===== src/rtl/mem_port_arbiter_if.sv =====
// Every core-side and memory-side signal of mem_port_arbiter, named as the block's ports.
// Request/hit protocol: a requester holds rden/wren high with stable addr/wdata/wmask until its
// one-cycle hit pulse. The hit is valid with rdata. There is no ready signal, so an ungranted
// request simply stays asserted.
interface mem_port_arbiter_if #(
  parameter int DataWidth = 32,
  parameter int AddrWidth = 32
);
  logic [AddrWidth-1:0]   i_m_addr_i;
  logic                   i_m_rden_i;
  logic [31:0]            i_m_rdata_o;
  logic                   i_m_hit_o;
  logic [AddrWidth-1:0]   d_m_addr_i;
  logic                   d_m_rden_i;
  logic                   d_m_wren_i;
  logic [DataWidth-1:0]   d_m_wdata_i;
  logic [DataWidth/8-1:0] d_m_wmask_i;
  logic [DataWidth-1:0]   d_m_rdata_o;
  logic                   d_m_hit_o;
  logic [AddrWidth-1:0]   m_addr_o;
  logic                   m_rden_o;
  logic                   m_wren_o;
  logic [DataWidth-1:0]   m_wdata_o;
  logic [DataWidth/8-1:0] m_wmask_o;
  logic [DataWidth-1:0]   m_rdata_i;
  logic                   m_hit_i;

  // Environment side: the core ports and the memory response.
  modport master (
    output i_m_addr_i, i_m_rden_i, d_m_addr_i, d_m_rden_i, d_m_wren_i, d_m_wdata_i, d_m_wmask_i,
           m_rdata_i, m_hit_i,
    input  i_m_rdata_o, i_m_hit_o, d_m_rdata_o, d_m_hit_o, m_addr_o, m_rden_o, m_wren_o,
           m_wdata_o, m_wmask_o
  );

  // Arbiter side.
  modport slave (
    input  i_m_addr_i, i_m_rden_i, d_m_addr_i, d_m_rden_i, d_m_wren_i, d_m_wdata_i, d_m_wmask_i,
           m_rdata_i, m_hit_i,
    output i_m_rdata_o, i_m_hit_o, d_m_rdata_o, d_m_hit_o, m_addr_o, m_rden_o, m_wren_o,
           m_wdata_o, m_wmask_o
  );
endinterface


===== src/rtl/mem_port_arbiter.sv =====
// Shares one single-port memory between the fetch and data ports. Data has priority, and fetch
// is guaranteed a grant after at most MaxDataBurst consecutive data grants.
module mem_port_arbiter #(
  parameter int DataWidth    = 32,
  parameter int AddrWidth    = 32,
  parameter int MaxDataBurst = 4
) (
  input  logic              clk_i,
  input  logic              rst_i,
  mem_port_arbiter_if.slave bus,
  output logic [1:0]        dbg_state_o,     // 0 IDLE, 1 I_BUSY, 2 D_BUSY
  output logic [3:0]        dbg_burst_cnt_o
);
  localparam int MaskWidth = DataWidth / 8;

  if (DataWidth != 32 && DataWidth != 64) begin : g_bad_width
    $fatal(1, "mem_port_arbiter: DataWidth must be 32 or 64");
  end
  if (MaxDataBurst < 1 || MaxDataBurst > 15) begin : g_bad_burst
    $fatal(1, "mem_port_arbiter: MaxDataBurst must be 1..15");
  end

  typedef enum logic [1:0] {
    IDLE   = 2'd0,
    I_BUSY = 2'd1,
    D_BUSY = 2'd2
  } state_e;

  state_e                 state_q;
  logic [3:0]             burst_cnt_q;
  logic [AddrWidth-1:0]   addr_q;
  logic                   rden_q;
  logic                   wren_q;
  logic [DataWidth-1:0]   wdata_q;
  logic [MaskWidth-1:0]   wmask_q;
  logic                   d_req;
  logic                   burst_ok;
  logic                   d_win;

  assign d_req    = bus.d_m_rden_i | bus.d_m_wren_i;
  assign burst_ok = burst_cnt_q < 4'(MaxDataBurst);
  assign d_win    = d_req & (~bus.i_m_rden_i | burst_ok);

  always_ff @(posedge clk_i) begin
    if (rst_i) begin
      state_q     <= IDLE;
      burst_cnt_q <= '0;
      addr_q      <= '0;
      rden_q      <= 1'b0;
      wren_q      <= 1'b0;
      wdata_q     <= '0;
      wmask_q     <= '0;
    end else begin
      case (state_q)
        IDLE: begin
          if (d_win) begin
            state_q     <= D_BUSY;
            addr_q      <= bus.d_m_addr_i;
            rden_q      <= bus.d_m_rden_i & ~bus.d_m_wren_i;
            wren_q      <= bus.d_m_wren_i;
            wdata_q     <= bus.d_m_wdata_i;
            wmask_q     <= bus.d_m_wmask_i;
            // d_win already implies burst_cnt_q < MaxDataBurst, so this saturates by construction.
            burst_cnt_q <= bus.i_m_rden_i ? burst_cnt_q + 4'd1 : 4'd0;
          end else if (bus.i_m_rden_i) begin
            state_q     <= I_BUSY;
            addr_q      <= bus.i_m_addr_i;
            rden_q      <= 1'b1;
            wren_q      <= 1'b0;
            wdata_q     <= '0;
            wmask_q     <= '0;
            burst_cnt_q <= '0;
          end else begin
            burst_cnt_q <= '0;
          end
        end
        I_BUSY, D_BUSY: begin
          if (bus.m_hit_i) begin
            state_q <= IDLE;
            rden_q  <= 1'b0;
            wren_q  <= 1'b0;
          end
        end
        default: begin
          state_q <= IDLE;
          rden_q  <= 1'b0;
          wren_q  <= 1'b0;
        end
      endcase
    end
  end

  assign bus.m_addr_o  = addr_q;
  assign bus.m_rden_o  = rden_q;
  assign bus.m_wren_o  = wren_q;
  assign bus.m_wdata_o = wdata_q;
  assign bus.m_wmask_o = wmask_q;

  // A requester that dropped its request mid-transaction gets no hit.
  assign bus.i_m_hit_o   = (state_q == I_BUSY) & bus.m_hit_i & bus.i_m_rden_i;
  assign bus.d_m_hit_o   = (state_q == D_BUSY) & bus.m_hit_i & d_req;
  assign bus.d_m_rdata_o = bus.m_rdata_i;

  if (DataWidth == 64) begin : g_lane64
    assign bus.i_m_rdata_o = addr_q[2] ? bus.m_rdata_i[63:32] : bus.m_rdata_i[31:0];
  end else begin : g_lane32
    assign bus.i_m_rdata_o = bus.m_rdata_i;
  end

  assign dbg_state_o     = state_q;
  assign dbg_burst_cnt_o = burst_cnt_q;

  always_ff @(posedge clk_i) begin
    if (!rst_i && state_q == IDLE) begin
      assert (!bus.m_hit_i) else $error("mem_port_arbiter: m_hit_i while IDLE");
    end
  end
endmodule

===== src/flat_wrapper.sv =====
// flat-port wrapper written by rule: the top's interface ports become plain ports
module mem_port_arbiter_flat 
#(
  parameter int DataWidth    = 32,
  parameter int AddrWidth    = 32,
  parameter int MaxDataBurst = 4
)
  (clk_i, rst_i, dbg_state_o, dbg_burst_cnt_o, bus_i_m_addr_i, bus_i_m_rden_i, bus_d_m_addr_i, bus_d_m_rden_i, bus_d_m_wren_i, bus_d_m_wdata_i, bus_d_m_wmask_i, bus_m_rdata_i, bus_m_hit_i, bus_i_m_rdata_o, bus_i_m_hit_o, bus_d_m_rdata_o, bus_d_m_hit_o, bus_m_addr_o, bus_m_rden_o, bus_m_wren_o, bus_m_wdata_o, bus_m_wmask_o);
  mem_port_arbiter_if #(.DataWidth(DataWidth), .AddrWidth(AddrWidth)) bus_i ();
  input  logic clk_i;
  input  logic rst_i;
  output logic [1:0] dbg_state_o;
  output logic [3:0] dbg_burst_cnt_o;
  input wire logic [$bits(bus_i.i_m_addr_i)-1:0] bus_i_m_addr_i;
  input wire logic [$bits(bus_i.i_m_rden_i)-1:0] bus_i_m_rden_i;
  input wire logic [$bits(bus_i.d_m_addr_i)-1:0] bus_d_m_addr_i;
  input wire logic [$bits(bus_i.d_m_rden_i)-1:0] bus_d_m_rden_i;
  input wire logic [$bits(bus_i.d_m_wren_i)-1:0] bus_d_m_wren_i;
  input wire logic [$bits(bus_i.d_m_wdata_i)-1:0] bus_d_m_wdata_i;
  input wire logic [$bits(bus_i.d_m_wmask_i)-1:0] bus_d_m_wmask_i;
  input wire logic [$bits(bus_i.m_rdata_i)-1:0] bus_m_rdata_i;
  input wire logic [$bits(bus_i.m_hit_i)-1:0] bus_m_hit_i;
  output wire logic [$bits(bus_i.i_m_rdata_o)-1:0] bus_i_m_rdata_o;
  output wire logic [$bits(bus_i.i_m_hit_o)-1:0] bus_i_m_hit_o;
  output wire logic [$bits(bus_i.d_m_rdata_o)-1:0] bus_d_m_rdata_o;
  output wire logic [$bits(bus_i.d_m_hit_o)-1:0] bus_d_m_hit_o;
  output wire logic [$bits(bus_i.m_addr_o)-1:0] bus_m_addr_o;
  output wire logic [$bits(bus_i.m_rden_o)-1:0] bus_m_rden_o;
  output wire logic [$bits(bus_i.m_wren_o)-1:0] bus_m_wren_o;
  output wire logic [$bits(bus_i.m_wdata_o)-1:0] bus_m_wdata_o;
  output wire logic [$bits(bus_i.m_wmask_o)-1:0] bus_m_wmask_o;
  assign bus_i.i_m_addr_i = bus_i_m_addr_i;
  assign bus_i.i_m_rden_i = bus_i_m_rden_i;
  assign bus_i.d_m_addr_i = bus_d_m_addr_i;
  assign bus_i.d_m_rden_i = bus_d_m_rden_i;
  assign bus_i.d_m_wren_i = bus_d_m_wren_i;
  assign bus_i.d_m_wdata_i = bus_d_m_wdata_i;
  assign bus_i.d_m_wmask_i = bus_d_m_wmask_i;
  assign bus_i.m_rdata_i = bus_m_rdata_i;
  assign bus_i.m_hit_i = bus_m_hit_i;
  assign bus_i_m_rdata_o = bus_i.i_m_rdata_o;
  assign bus_i_m_hit_o = bus_i.i_m_hit_o;
  assign bus_d_m_rdata_o = bus_i.d_m_rdata_o;
  assign bus_d_m_hit_o = bus_i.d_m_hit_o;
  assign bus_m_addr_o = bus_i.m_addr_o;
  assign bus_m_rden_o = bus_i.m_rden_o;
  assign bus_m_wren_o = bus_i.m_wren_o;
  assign bus_m_wdata_o = bus_i.m_wdata_o;
  assign bus_m_wmask_o = bus_i.m_wmask_o;
  mem_port_arbiter #(.DataWidth(DataWidth), .AddrWidth(AddrWidth), .MaxDataBurst(MaxDataBurst)) u_core (.clk_i(clk_i), .rst_i(rst_i), .bus(bus_i), .dbg_state_o(dbg_state_o), .dbg_burst_cnt_o(dbg_burst_cnt_o));
endmodule

===== config.mk =====
export PLATFORM = sky130hd
export DESIGN_NAME = mem_port_arbiter_flat
export DESIGN_NICKNAME = d
export VERILOG_FILES = /design/src/rtl/mem_port_arbiter_if.sv /design/src/rtl/mem_port_arbiter.sv /design/src/flat_wrapper.sv
export SDC_FILE = /design/constraint.sdc
export NUM_CORES = 1
export LEC_CHECK = 0
export CORE_ASPECT_RATIO = 0.75
export CORE_MARGIN = 2
export CORE_UTILIZATION = 37
export DETAILED_ROUTE_END_ITERATION = 10
export HOLD_SLACK_MARGIN = 0.12
export PLACE_DENSITY = 0.86
export SYNTH_ARGS = -nofsm -noshare
export SYNTH_HDL_FRONTEND = slang
export SYNTH_SLANG_ARGS = --single-unit
export TNS_END_PERCENT = 50

===== constraint.sdc =====
create_clock -name clk_i -period 4.6 [get_ports clk_i]
set_input_delay 0.46 -clock clk_i [delete_from_list [all_inputs] [get_ports clk_i]]
set_output_delay 0.46 -clock clk_i [all_outputs]
set_load 0.02 [all_outputs]

==> results.json <==
{
  "syn_inst": 388,
  "hp-class": "flop to flop",
  "worstPathRequired_ns": 4.14,
  "hold_path_depth": 2,
  "ir_drop_v": 0.000242,
  "cts_setup_buffers": 0,
  "die-area_sq_mm": 0.0110,
  "synth_cell_types": 30,
  "ctsRootBufferMaster": "clkbuf_16",
  "post_drt_wl_per_cell_microns": 17.4,
  "max-cap-violations": 0,
  "max_freq_mhz": 402,
  "skew_ns": 0.00753,
  "crit_type": "input pin to output port",
  "setup_viol": 0,
  "cts_resized": 0,
  "r2r_setup_slack_ns": 2.19,
  "switching_power_uw": 558,
  "numCtsBuffers": 9,
  "hold_end": "u_core.bus.m_rden_o",
  "grt_pass1_vias": 3243,
  "yosysSeqAreaShare": 0.403,
  "instances_no_fill": 620,
  "design.core.area_sq_mm": 0.00977,
  "dp.cells": 605,
  "finalSetupTns_ns": 0,
  "syn_to_final_growth_pct": 45.3,
  "syn_nets": 530,
  "synth_area_leaders": "dfxtp_1, buf_4, a221o_1",
  "period_share": 0.540,
  "hp-start": "u_core.bus.m_rden_o",
  "final_cell_area_sq_mm": 0.00549,
  "fin_nets": 626,
  "r2r-end": "u_core.bus.m_addr_o[29]",
  "grt_pass1_wl_mm": 16.6,
  "fillers": 800,
  "layout_common_cells": "clkdlybuf4s50_1, dfxtp_1, nor2_1",
  "crit_arrival_ns": 2.03,
  "finalHoldViolations": 0,
  "diodes": 0,
  "place_congestion": 0.732,
  "combPwrFrac": 0.248,
  "final.min_clock_period_ns": 2.49,
  "syn-mean-instance-area_sq_um": 9.73,
  "yosysWarnings": 0,
  "io_buffers": 183,
  "status": "finished, final reports clean",
  "drive_above_1_share": 0.0553,
  "track_usage": 0.187,
  "clock_sinks": 76,
  "drtIter0Drc": 201,
  "routed_via_density": 5.46,
  "p_per_area_mw_per_mm2": 380,
  "syn_area_sq_mm": 0.00378,
  "holdBufCountCts": 0,
  "worst_pin_slew_ns": 1.30,
  "rr_worst_depth": 5,
  "routed_wl_mm": 10.8,
  "clkTransAtPathRegs_ns": 0.06,
  "final_antenna_net_count": 0,
  "synth_top_area_frac": 0.403,
  "maxSlewHeadroom": 0.136,
  "clkLatencyLatePin_ns": 0.33,
  "io_pins": 280,
  "dr.pass1.iters": 4,
  "drc": 0,
  "end_kind": "output port",
  "clockPowerShare": 0.386,
  "path_max_fanout": 6,
  "htreeDepth": 3,
  "mostFrequentLayoutCell": "clkdlybuf4s50_1",
  "r2r_start": "u_core.dbg_state_o[1]",
  "drv_slew": 0,
  "start_util": 0.386,
  "dpl_cell_area_sq_mm": 0.00515,
  "antenna_found_initial": 0,
  "p_leak_uw": 0.00209,
  "vias": 3387,
  "synth_area_leader_cell": "dfxtp_1",
  "grt-ovfl-total": 0,
  "p_int_uw": 1530,
  "grt_start_max_net_pins": 84,
  "rsz0062_at_grt": "no",
  "die_w_microns": 121,
  "start_kind": "input pin",
  "seqPwrFrac": 0.366,
  "die_height_microns": 91.5,
  "rows": 31,
  "hpwl_mm": 6.99,
  "p_sw_frac": 0.268,
  "synth_seq_cells": 76,
  "cts_tree": "built",
  "cts.path.max_buffers": 2
}
-- synthesized netlist by cell type (all sizes together) --
cell,instances
o32ai,1
o31ai,1
nor2,39
nand4,2
a211o,1
nand2b,4
inv,2
a32oi,36
nand4b,2
o21ai,3
nor2b,34
nand2,2
a221o,32
nor3b,1
and4b,32
and3,2
clkbuf,15
nor4b,1
o21a,1
ha,4
or2,2
o2bb2ai,1
dfxtp,76
a21oi,6
buf,88
-- worst max-delay path, cell delays in order --
cell and delay [ns]:
clkdlybuf4s50_1 0.61, or2_1 0.18, and3_1 0.18, clkdlybuf4s50_1 0.60
-- power by group through the flow --
stage	combinational, uW	clock (uW)	sequential, uW
finish	517	805	762
global route	552	851	769
detailed placement	516	0	775
global placement	503	0	775
CTS	518	823	762
floorplan	267	0	851
-- sequential cells by signal, indices dropped and copies added (netlist names) --
signal and count:
u_core.bus.m_addr_o 32, u_core.bus.m_rden_o 1, u_core.bus.m_wdata_o 32, u_core.bus.m_wmask_o 4, u_core.bus.m_wren_o 1, u_core.dbg_burst_cnt_o 4
u_core.dbg_state_o 2
-- cells by family (layout without fill, tap and decap cells) --
family,after synthesis,after routing,share of synthesized area
compound gates,82,82,0.193
fa+ha+maj,4,4,0.0133
buf+inv,105,205,0.183
flops,76,76,0.403
simple gates,121,121,0.207
-- worst max-delay path by stage --
stage                                     start                       to  slack (ns)
after floorplan           u_core.dbg_state_o[0]  u_core.bus.m_addr_o[10]        2.84
after global placement           bus_i_m_rden_i  u_core.bus.m_addr_o[11]        2.03
after detailed placement         bus_i_m_rden_i  u_core.bus.m_addr_o[20]        1.94
after CTS                        bus_d_m_wren_i            bus_d_m_hit_o        2.12
after global routing      u_core.dbg_state_o[1]  u_core.bus.m_addr_o[20]        2.03
final                            bus_d_m_wren_i            bus_d_m_hit_o        2.11
-- per-stage QoR --
stage | worst slack [ns] | util | power [uW] | hold WS (ns)
3_3_place_gp | 2.03 | 0.527 | 1280 | 0.465
6_report | 2.11 | 0.561 | 2080 | 0.483
3_5_place_dp | 1.94 | 0.527 | 1290 | 0.473
2_1_floorplan | 2.84 | - | 1120 | 0.550
4_1_cts | 2.12 | 0.561 | 2100 | 0.487
5_1_grt | 2.03 | 0.561 | 2170 | 0.496
-- routing by layer --
layer	vias up	track usage	wire length, microns
met5	-	0	0
li1	1573	-	-
met4	0	0.0601	110
met2	171	0.291	4890
met1	1633	0.232	4790
met3	10	0.0785	980
-- cell type report --
type | instances | area, sq um | area share
clock buffers | 9 | 225 | 0.0410
clock inverters | 6 | 113 | 0.0205
inverters | 2 | 7.51 | 0.00137
multi-input cells | 207 | 1590 | 0.289
flip-flops and latches | 76 | 1520 | 0.277
well taps | 132 | 165 | 0.0301
repair buffers | 188 | 1870 | 0.340
No activity file was read; power rests on OpenSTA's default activity.
